--- src/rtl/transmitter_pkg.sv ---
// Shared UART transmitter definitions: FSM state encoding and default timing.
package transmitter_pkg;

    // Frame sequencing states of the serial transmitter.
    typedef enum logic [1:0] {
        ST_IDLE  = 2'd0,
        ST_START = 2'd1,
        ST_DATA  = 2'd2,
        ST_STOP  = 2'd3
    } tx_state_t;

    // 50 MHz system clock at 9600 baud.
    localparam int DEFAULT_CLKS_PER_BIT = 5208;

    // Bytes buffered ahead of the serializer.
    localparam int DEFAULT_FIFO_DEPTH = 4;

endpackage

--- src/rtl/transmitter_fifo.sv ---
// tx_fifo: small synchronous circular buffer with show-ahead output.
// The head entry is visible on dout whenever the buffer is non-empty, so the
// serializer can load it on the same edge it pops.
module tx_fifo #(
    parameter int DEPTH = 4,
    parameter int WIDTH = 8
) (
    input  logic             clk,
    input  logic             rst,
    input  logic             push,
    input  logic             pop,
    input  logic [WIDTH-1:0] din,
    output logic             full,
    output logic             empty,
    output logic [WIDTH-1:0] dout
);

    localparam int AW = $clog2(DEPTH);

    logic [WIDTH-1:0] mem [DEPTH];
    logic [AW-1:0]    wr_ptr_reg;
    logic [AW-1:0]    rd_ptr_reg;
    logic [AW:0]      count_reg;
    logic             push_ok;
    logic             pop_ok;

    // Overflow and underflow requests are dropped, never corrupt state.
    assign push_ok = push && !full;
    assign pop_ok  = pop && !empty;

    assign full  = (count_reg == (AW+1)'(DEPTH));
    assign empty = (count_reg == '0);
    assign dout  = mem[rd_ptr_reg];

    // Storage write; contents need no reset because count gates visibility.
    always_ff @(posedge clk) begin
        if (push_ok) begin
            mem[wr_ptr_reg] <= din;
        end
    end

    // Pointer and occupancy bookkeeping; pointers wrap naturally (power-of-two depth).
    always_ff @(posedge clk or posedge rst) begin
        if (rst) begin
            wr_ptr_reg <= '0;
            rd_ptr_reg <= '0;
            count_reg  <= '0;
        end else begin
            if (push_ok) begin
                wr_ptr_reg <= wr_ptr_reg + AW'(1);
            end
            if (pop_ok) begin
                rd_ptr_reg <= rd_ptr_reg + AW'(1);
            end
            case ({push_ok, pop_ok})
                2'b10:   count_reg <= count_reg + (AW+1)'(1);
                2'b01:   count_reg <= count_reg - (AW+1)'(1);
                default: count_reg <= count_reg;
            endcase
        end
    end

endmodule

--- src/rtl/transmitter.sv ---
// transmitter: buffered 8N1 UART transmitter. Bytes are queued in tx_fifo and
// serialized LSB first; back-to-back frames leave no idle gap on the line.
module transmitter
    import transmitter_pkg::*;
#(
    parameter int CLKS_PER_BIT = DEFAULT_CLKS_PER_BIT,
    parameter int FIFO_DEPTH   = DEFAULT_FIFO_DEPTH
) (
    input  logic       clk,
    input  logic       rst,
    input  logic       valid,
    input  logic [7:0] data,
    output logic       ready,
    output logic       tx,
    output logic       busy,
    output logic       done
);

    localparam int            CW      = $clog2(CLKS_PER_BIT);
    localparam logic [CW-1:0] CNT_MAX = CW'(CLKS_PER_BIT - 1);

    tx_state_t   state_reg;
    tx_state_t   state_next;
    logic [CW-1:0] cnt_reg;
    logic [2:0]  idx_reg;
    logic [7:0]  shift_reg;
    logic        tx_reg;
    logic        bit_end;
    logic        pop;
    logic        fifo_full;
    logic        fifo_empty;
    logic [7:0]  fifo_dout;

    tx_fifo #(
        .DEPTH (FIFO_DEPTH),
        .WIDTH (8)
    ) u_fifo (
        .clk   (clk),
        .rst   (rst),
        .push  (valid),
        .pop   (pop),
        .din   (data),
        .full  (fifo_full),
        .empty (fifo_empty),
        .dout  (fifo_dout)
    );

    // Readiness depends only on buffer occupancy, never on valid.
    assign ready   = !fifo_full;
    assign tx      = tx_reg;
    assign bit_end = (cnt_reg == CNT_MAX);

    // FSM state register.
    always_ff @(posedge clk or posedge rst) begin
        if (rst) begin
            state_reg <= ST_IDLE;
        end else begin
            state_reg <= state_next;
        end
    end

    // FSM next-state logic: one bit period per START/STOP, eight for DATA.
    always_comb begin
        state_next = state_reg;
        case (state_reg)
            ST_IDLE:  if (!fifo_empty)                  state_next = ST_START;
            ST_START: if (bit_end)                      state_next = ST_DATA;
            ST_DATA:  if (bit_end && idx_reg == 3'd7)   state_next = ST_STOP;
            ST_STOP:  if (bit_end)                      state_next = fifo_empty ? ST_IDLE : ST_START;
            default:                                    state_next = ST_IDLE;
        endcase
    end

    // FSM outputs: pop the buffer when a new frame begins, flag frame completion.
    always_comb begin
        pop  = 1'b0;
        done = 1'b0;
        busy = (state_reg != ST_IDLE);
        case (state_reg)
            ST_IDLE: pop = !fifo_empty;
            ST_STOP: begin
                if (bit_end) begin
                    done = 1'b1;
                    pop  = !fifo_empty;
                end
            end
            default: ;
        endcase
    end

    // Bit-period counter: held at zero while idle, wraps at every bit boundary.
    always_ff @(posedge clk or posedge rst) begin
        if (rst) begin
            cnt_reg <= '0;
        end else if (state_reg == ST_IDLE || bit_end) begin
            cnt_reg <= '0;
        end else begin
            cnt_reg <= cnt_reg + CW'(1);
        end
    end

    // Shift register and line driver; tx changes only on bit boundaries or a pop.
    always_ff @(posedge clk or posedge rst) begin
        if (rst) begin
            shift_reg <= '0;
            idx_reg   <= '0;
            tx_reg    <= 1'b1;
        end else if (pop) begin
            shift_reg <= fifo_dout;
            idx_reg   <= '0;
            tx_reg    <= 1'b0;
        end else begin
            case (state_reg)
                ST_IDLE: tx_reg <= 1'b1;
                ST_START: begin
                    if (bit_end) begin
                        tx_reg  <= shift_reg[0];
                        idx_reg <= '0;
                    end
                end
                ST_DATA: begin
                    if (bit_end) begin
                        if (idx_reg == 3'd7) begin
                            tx_reg <= 1'b1;
                        end else begin
                            tx_reg    <= shift_reg[1];
                            shift_reg <= shift_reg >> 1;
                            idx_reg   <= idx_reg + 3'd1;
                        end
                    end
                end
                ST_STOP: if (bit_end) tx_reg <= 1'b1;
                default: tx_reg <= 1'b1;
            endcase
        end
    end

endmodule
--- config.mk ---
export PLATFORM = sky130hd
export DESIGN_NAME = transmitter
export DESIGN_NICKNAME = d
export VERILOG_FILES = /design/src/rtl/transmitter_pkg.sv /design/src/rtl/transmitter_fifo.sv /design/src/rtl/transmitter.sv
export SDC_FILE = /design/constraint.sdc
export NUM_CORES = 1
export LEC_CHECK = 0
export CAP_MARGIN = 0
export CORE_AREA = 2 2 58 102
export CTS_CLUSTER_SIZE = 30
export DETAILED_ROUTE_END_ITERATION = 8
export DIE_AREA = 0 0 60 104
export PLACE_DENSITY = 0.76
export RECOVER_POWER = 25
export SYNTH_ARGS = -nofsm -noshare
export SYNTH_HDL_FRONTEND = slang
export SYNTH_HIERARCHICAL = 1
export SYNTH_SLANG_ARGS = --single-unit
--- constraint.sdc ---
create_clock -name clk -period 3.3 [get_ports clk]
set_input_delay 0.33 -clock clk [delete_from_list [all_inputs] [get_ports clk]]
set_output_delay 0.33 -clock clk [all_outputs]
set_load 0.1 [all_outputs]
Word level (Yosys, flattened, before mapping)

Memory sizes are Yosys's and may differ from the RTL's.
Index checks and enable logic that the tools add are counted.

Memory bits (writable): 32
Memories kept: 1
Input port bits: 11
Logic and storage cells: 78
Register bits after elaboration: 34
Output and inout bits: 4

Memory list:

| memory     | words | width | read ports | clocked after memory_dff | write ports | RTL line               | text |
|---|---|---|---|---|---|---|---|
| u_fifo.mem | 4     | 8     | 1          | 0                        | 1           | transmitter_fifo.sv:20 | `logic [WIDTH-1:0] mem [DEPTH];` |

Reductions and logical operators: 17
Add/sub/neg operators: 6
Equality and inequality tests: 17
Mux-type cells: 29

Operators with widths:

| operator                | number |
|---|---|
| $mux W8                 | 4 |
| $add A13 B1 Y13 const B | 1 |
| $eq A13 B13 Y1 const B  | 1 |
| $mux W13                | 1 |
| $mux W3                 | 4 |
| $ne A3 B2 Y1 const B    | 4 |
| $pmux W3 S2             | 2 |
| $mux W1                 | 11 |
| $mux W2                 | 4 |
| $ne A2 B2 Y1 const B    | 4 |
| $pmux W2 S4             | 1 |
| $reduce_and A4 Y1       | 2 |
| $reduce_bool A2 Y1      | 4 |
| $add A3 B1 Y3 const B   | 2 |
| $eq A2 B2 Y1 const B    | 3 |
| $eq A3 B3 Y1 const B    | 2 |
| $reduce_and A3 Y1       | 2 |
| $add A2 B1 Y2 const B   | 2 |
| $eq A2 B1 Y1 const B    | 2 |
| $pmux W1 S4             | 1 |
| $logic_and A1 B1 Y1     | 3 |
| $logic_not A3 Y1        | 1 |
| $reduce_bool A3 Y1      | 1 |
| $sub A3 B1 Y3 const B   | 1 |
| other kinds (5)         | 6 |

Depth between registers and ports, before layout

Depth after elaboration: 7
Gate-level depth with buffers: 13
Gate-level depth less buffers: 13

Cells and area by module

The synthesis kept the hierarchy.

Modules (own cells, without submodules):

| module      | cells an instance | area an instance (um^2) | times used | seq. area each (um^2) |
|---|---|---|---|---|
| tx_fifo     | 80                | 1,596.5                 | 1          | 1,136.1 |
| transmitter | 137               | 1,515.2                 | 1          | 676.9 |

Worst setup path after synthesis

No wires, ideal clock.

Kind: register to register
Start: reg state_reg[0]
End: reg u_fifo.count_reg[2]
Stages on the path, launching flop included: 14
Path slack: 0.366 ns
Data arrival time: 2.855 ns
Clock period less this slack: 2.934 ns
Buffers on the path: 0
Data required time: 3.221 ns
Setup time: 0.079 ns
Cells stage by stage: dfrtp_1 > inv_1 > ha_1 > inv_1 > nor3_1 > a31oi_4 > inv_2 > o31a_2 > ha_1 > inv_1 > fa_1 > xor2_1 > nor2_1 > xor2_1

Cells in the longest elaborated chain, start to end: 5
Elaborated cells between the ends (all ways): 8
Those cells by class: 3 x eq/ne; 2 x mux; 3 x reduce/logical

RTL lines:

| element                                                  | RTL line               | text |
|---|---|---|
| start: declaration                                       | transmitter.sv:22      | `tx_state_t state_reg;` |
| start signal: assignment                                 | transmitter.sv:58      | `state_reg <= state_next;` |
| $eq A2 B2 Y1 / $logic_not A2 Y1 (equally long branches)  | transmitter.sv:79      | `case (state_reg)` |
| $pmux W1 S2 *                                            | transmitter.sv:79      |  |
| net pop                                                  | transmitter.sv:29      | `logic pop;` |
| $logic_and A1 B1 Y1 *                                    | transmitter_fifo.sv:29 | `assign pop_ok = pop && !empty;` |
| net u_fifo.pop_ok                                        | transmitter_fifo.sv:25 | `logic pop_ok;` |
| $eq A2 B1 Y1 / $eq A2 B2 Y1 (equally long branches)      | transmitter_fifo.sv:55 | `case ({push_ok, pop_ok})` |
| $pmux W3 S2 / $reduce_bool A2 Y1 (equally long branches) | --                     |  |
| end signal: assignment                                   | transmitter_fifo.sv:56 | `2'b10: count_reg <= count_reg + (AW+1)'(1);` |
| end signal: assignment                                   | transmitter_fifo.sv:57 | `2'b01: count_reg <= count_reg - (AW+1)'(1);` |
| end signal: assignment                                   | transmitter_fifo.sv:58 | `default: count_reg <= count_reg;` |
| end: declaration                                         | transmitter_fifo.sv:23 | `logic [AW:0] count_reg;` |

Mark *: on every way through the listed nets, which the timed path passes. The rest lies on a longest branch.
A chain may end at the register's enable or synchronous reset.

Worst setup path after layout

Start: reg cnt_reg[0]
End: reg u_fifo.count_reg[2]

Cells in the longest elaborated chain, start to end: 6
Elaborated cells between the ends (all ways): 8
Those cells by class: 3 x eq/ne; 3 x mux; 2 x reduce/logical

RTL lines:

| element                                                  | RTL line               | text |
|---|---|---|
| start: declaration                                       | transmitter.sv:24      | `logic [CW-1:0] cnt_reg;` |
| start signal: assignment                                 | transmitter.sv:98      | `cnt_reg <= cnt_reg + CW'(1);` |
| $eq A13 B13 Y1 *                                         | transmitter.sv:51      | `assign bit_end = (cnt_reg == CNT_MAX);` |
| $mux W1 *                                                | transmitter.sv:82      | `if (bit_end) begin` |
| $pmux W1 S2 *                                            | transmitter.sv:79      |  |
| net pop                                                  | transmitter.sv:29      |  |
| $logic_and A1 B1 Y1 *                                    | transmitter_fifo.sv:29 |  |
| net u_fifo.pop_ok                                        | transmitter_fifo.sv:25 |  |
| $eq A2 B1 Y1 / $eq A2 B2 Y1 (equally long branches)      | transmitter_fifo.sv:55 |  |
| $pmux W3 S2 / $reduce_bool A2 Y1 (equally long branches) | --                     |  |

Marks and branches as above.

==> impl_metrics.toml <==
[routing]
detail-route-antenna-nets = 0
drt_iter0_drc = 46
vias = 1708
drc = 0
drt_first_pass_iters = 4
avgViaCountPerCell = 5.371
wl_per_cell_um = 14.99
wl_mm = 4.768

[sta]
grt_setup_unrepaired = "false"
min_period_ns = 2.881
hold-worst-slack_ns = 0.3791
relSlewSlack_pct = 31.27
worst_pin_slew_ns = 1.030
finClkSkew_ns = 0.01122
hold_viol_final = 0
setup_violations = 0
fmax_mhz = 347.1
setup_tns_ns = 0
slew_violations = 0
period_share_pct = 87.30

[die]
rows = 36
initial_core_util_pct = 57.09
die_y_um = 104
coreArea_um2 = 5450
die_width_um = 60
top_level_ports = 15
die-area_um2 = 6240

[pwr]
pwr_density_cell_nw_per_um2 = 868.2
power_mw = 3.071
ir_drop_mv = 0.6558
leakage_nw = 1.455

[synthesis]
synth_fp_nets = 242
synth_area_leaders = "edfxtp_1 (31%), dfrtp_1 (27%), mux4_2 (5.8%)"
synth_edf_count = 32
synth_top_area_cell = "edfxtp_1"
ys_types = 46
netlist_top_cells_count = "dfrtp_1 (33), edfxtp_1 (32), inv_1 (15), mux2_2 (15), nor2_1 (15)"
synth_seq_cells = 66
syn_inst = 217
synth.most_common_cell = "dfrtp_1"
synth.avg_cell_area_um2 = 14.34
synthesis.area_um2 = 3112
synth_top_area_share_pct = 30.88
ys_seq_area_share_pct = 58.26
yosys_warnings = 6
synth-main-ff-cell = "dfrtp_1"
async_flop_share_pct = 51.52

[clocking]
htree_levels = 3
cts_setup_buffers = 0
insertion_delay_ns = 0.34
postCtsHoldBufs = 0
clk_pin_slew_ns = 0.07
cts_resized = 0
cts_sinks = 66
clockBufferDepth = 2
root_buffer = "clkbuf_8"
cts_tree = "yes"
numCtsBuffers = 9

[final_layout]
stdcell_area_um2 = 3537
largest_reg_flops = 32
syn2layout_area_growth_pct = 13.67
fin_util_pct = 64.90
fillCellCount = 428
n_antenna_cell = 0
drive_gt1_share_pct = 25.62
nNetsFinal = 262

[placed_design]
portBuffers = 14
post-dp-hpwl_mm = 3.518
place_congestion = 0.8253
dpl-instance-area_um2 = 3311

[min_path]
hp-class = "primary input to asynchronous set/reset pin"

[global_route]
grt_use_total_pct = 18.35
grt_antenna_before_repair = 0
grt_max_degree = 28
grt_pass1_vias = 1862
overflow = 0
grt_pass1_wl_mm = 8.362

[setup_path]
path_cells = "ha_1 -> and4bb_4 -> and3_1 -> a31oi_4 -> inv_2 -> o31a_2 -> ha_1 -> inv_1 -> fa_1 -> xor2_1 -> nor2_1 -> xor2_1"
worst_setup_path_start_kind = "register"
path_class = "register to register"
end_kind = "register"
cp_slowest_cell = "fa_1"
cp_max_fo = 9
critPathBufInv = 2
cpLargestDelayFamily = "adder cells"
arrival_ns = 3.15
critPathMaxStageDelay_ns = 0.37
worst-endpoint-required_ns = 3.57
r2r_slack_ns = 0.42

[job]
drv_cap = 0

[status]
status = "complete, no violations"
## worst reg2reg max path, cell delays in order (launching register included)
cell      delay [ns]
dfrtp_1         0.36
ha_1            0.28
and4bb_4        0.31
and3_1          0.31
a31oi_4         0.21
inv_2           0.15
o31a_2          0.19
ha_1            0.18
inv_1           0.06
fa_1            0.37
xor2_1          0.15
nor2_1          0.11
xor2_1          0.15
## power breakdown
group | switching (mW) | internal [mW] | leakage, nW
combinational | 0.563 | 0.481 | 0.624
sequential | 0.177 | 1.10 | 0.721
clock | 0.319 | 0.431 | 0.110
total | 1.06 | 2.01 | 1.45
## cell type report
cell class | instances | area (um^2) | share of cell area [%]
inverter | 16 | 60.06 | 1.698
timing repair buffer | 14 | 132.6 | 3.750
clock inverter | 7 | 102.6 | 2.901
multi-input combinational | 130 | 1210 | 34.21
tap | 76 | 95.09 | 2.688
clock buffer | 9 | 123.9 | 3.502
sequential | 66 | 1813 | 51.26
## cells in the final DEF (no fill, tap or decap), drive strengths merged, types with 4 or more instances in the layout
| cell | instances |
|---|---|
| a21oi | 5 |
| and2 | 6 |
| clkbuf | 9 |
| dfrtp | 33 |
| dlygate4sd3 | 9 |
| edfxtp | 32 |
| ha | 13 |
| inv | 17 |
| mux2 | 16 |
| mux4 | 8 |
| nand2 | 8 |
| nand3 | 5 |
| nand4 | 6 |
| nor2 | 15 |
| nor2b | 4 |
| nor3 | 4 |
| xnor2 | 4 |
| xor2 | 12 |
## metal layers
metal	vias to the layer above	wire length, um	global-route usage, %
li1	821	-	-
met1	844	1756	18.93
met2	32	2725	31.52
met3	11	161	6.095
met4	0	125	9.048
met5	-	0	0
## kinds of logic (layout without fill, tap and decap cells)
| kind of cell | count (synthesis) | in the layout | share of synthesized area (%) |
|---|---|---|---|
| buffers and inverters | 21 | 46 | 2.855 |
| xor gates and xnor gates | 16 | 16 | 4.503 |
| and+or+nand+nor | 59 | 59 | 12.34 |
| adders and majority gates | 14 | 14 | 5.871 |
| AOI/OAI and AO/OA | 15 | 15 | 3.820 |
| DFF | 66 | 66 | 58.26 |
| muxes | 26 | 26 | 12.34 |
## metrics by stage
stage | setup WS (ns) | cells
after CTS | 0.3920 | 318
after global placement | 0.4888 | 302
final | 0.4192 | 318
after floorplan | 0.3659 | 217
after global routing | 0.2086 | 318
after detailed placement | 0.4116 | 302
## path summary, 6_finish.rpt
kind,cells after the start,startpoint,end
setup reg to reg,12,cnt_reg[0],u_fifo/count_reg[2]
setup / recovery,12,cnt_reg[0],u_fifo/count_reg[2]
hold reg to reg,1,cnt_reg[0],cnt_reg[0]
hold / removal,2,rst,u_fifo/count_reg[0]
max in group asynchronous,2,rst,cnt_reg[6]
min in group clk,1,cnt_reg[0],cnt_reg[0]
Power figures use the tool's default switching activity.
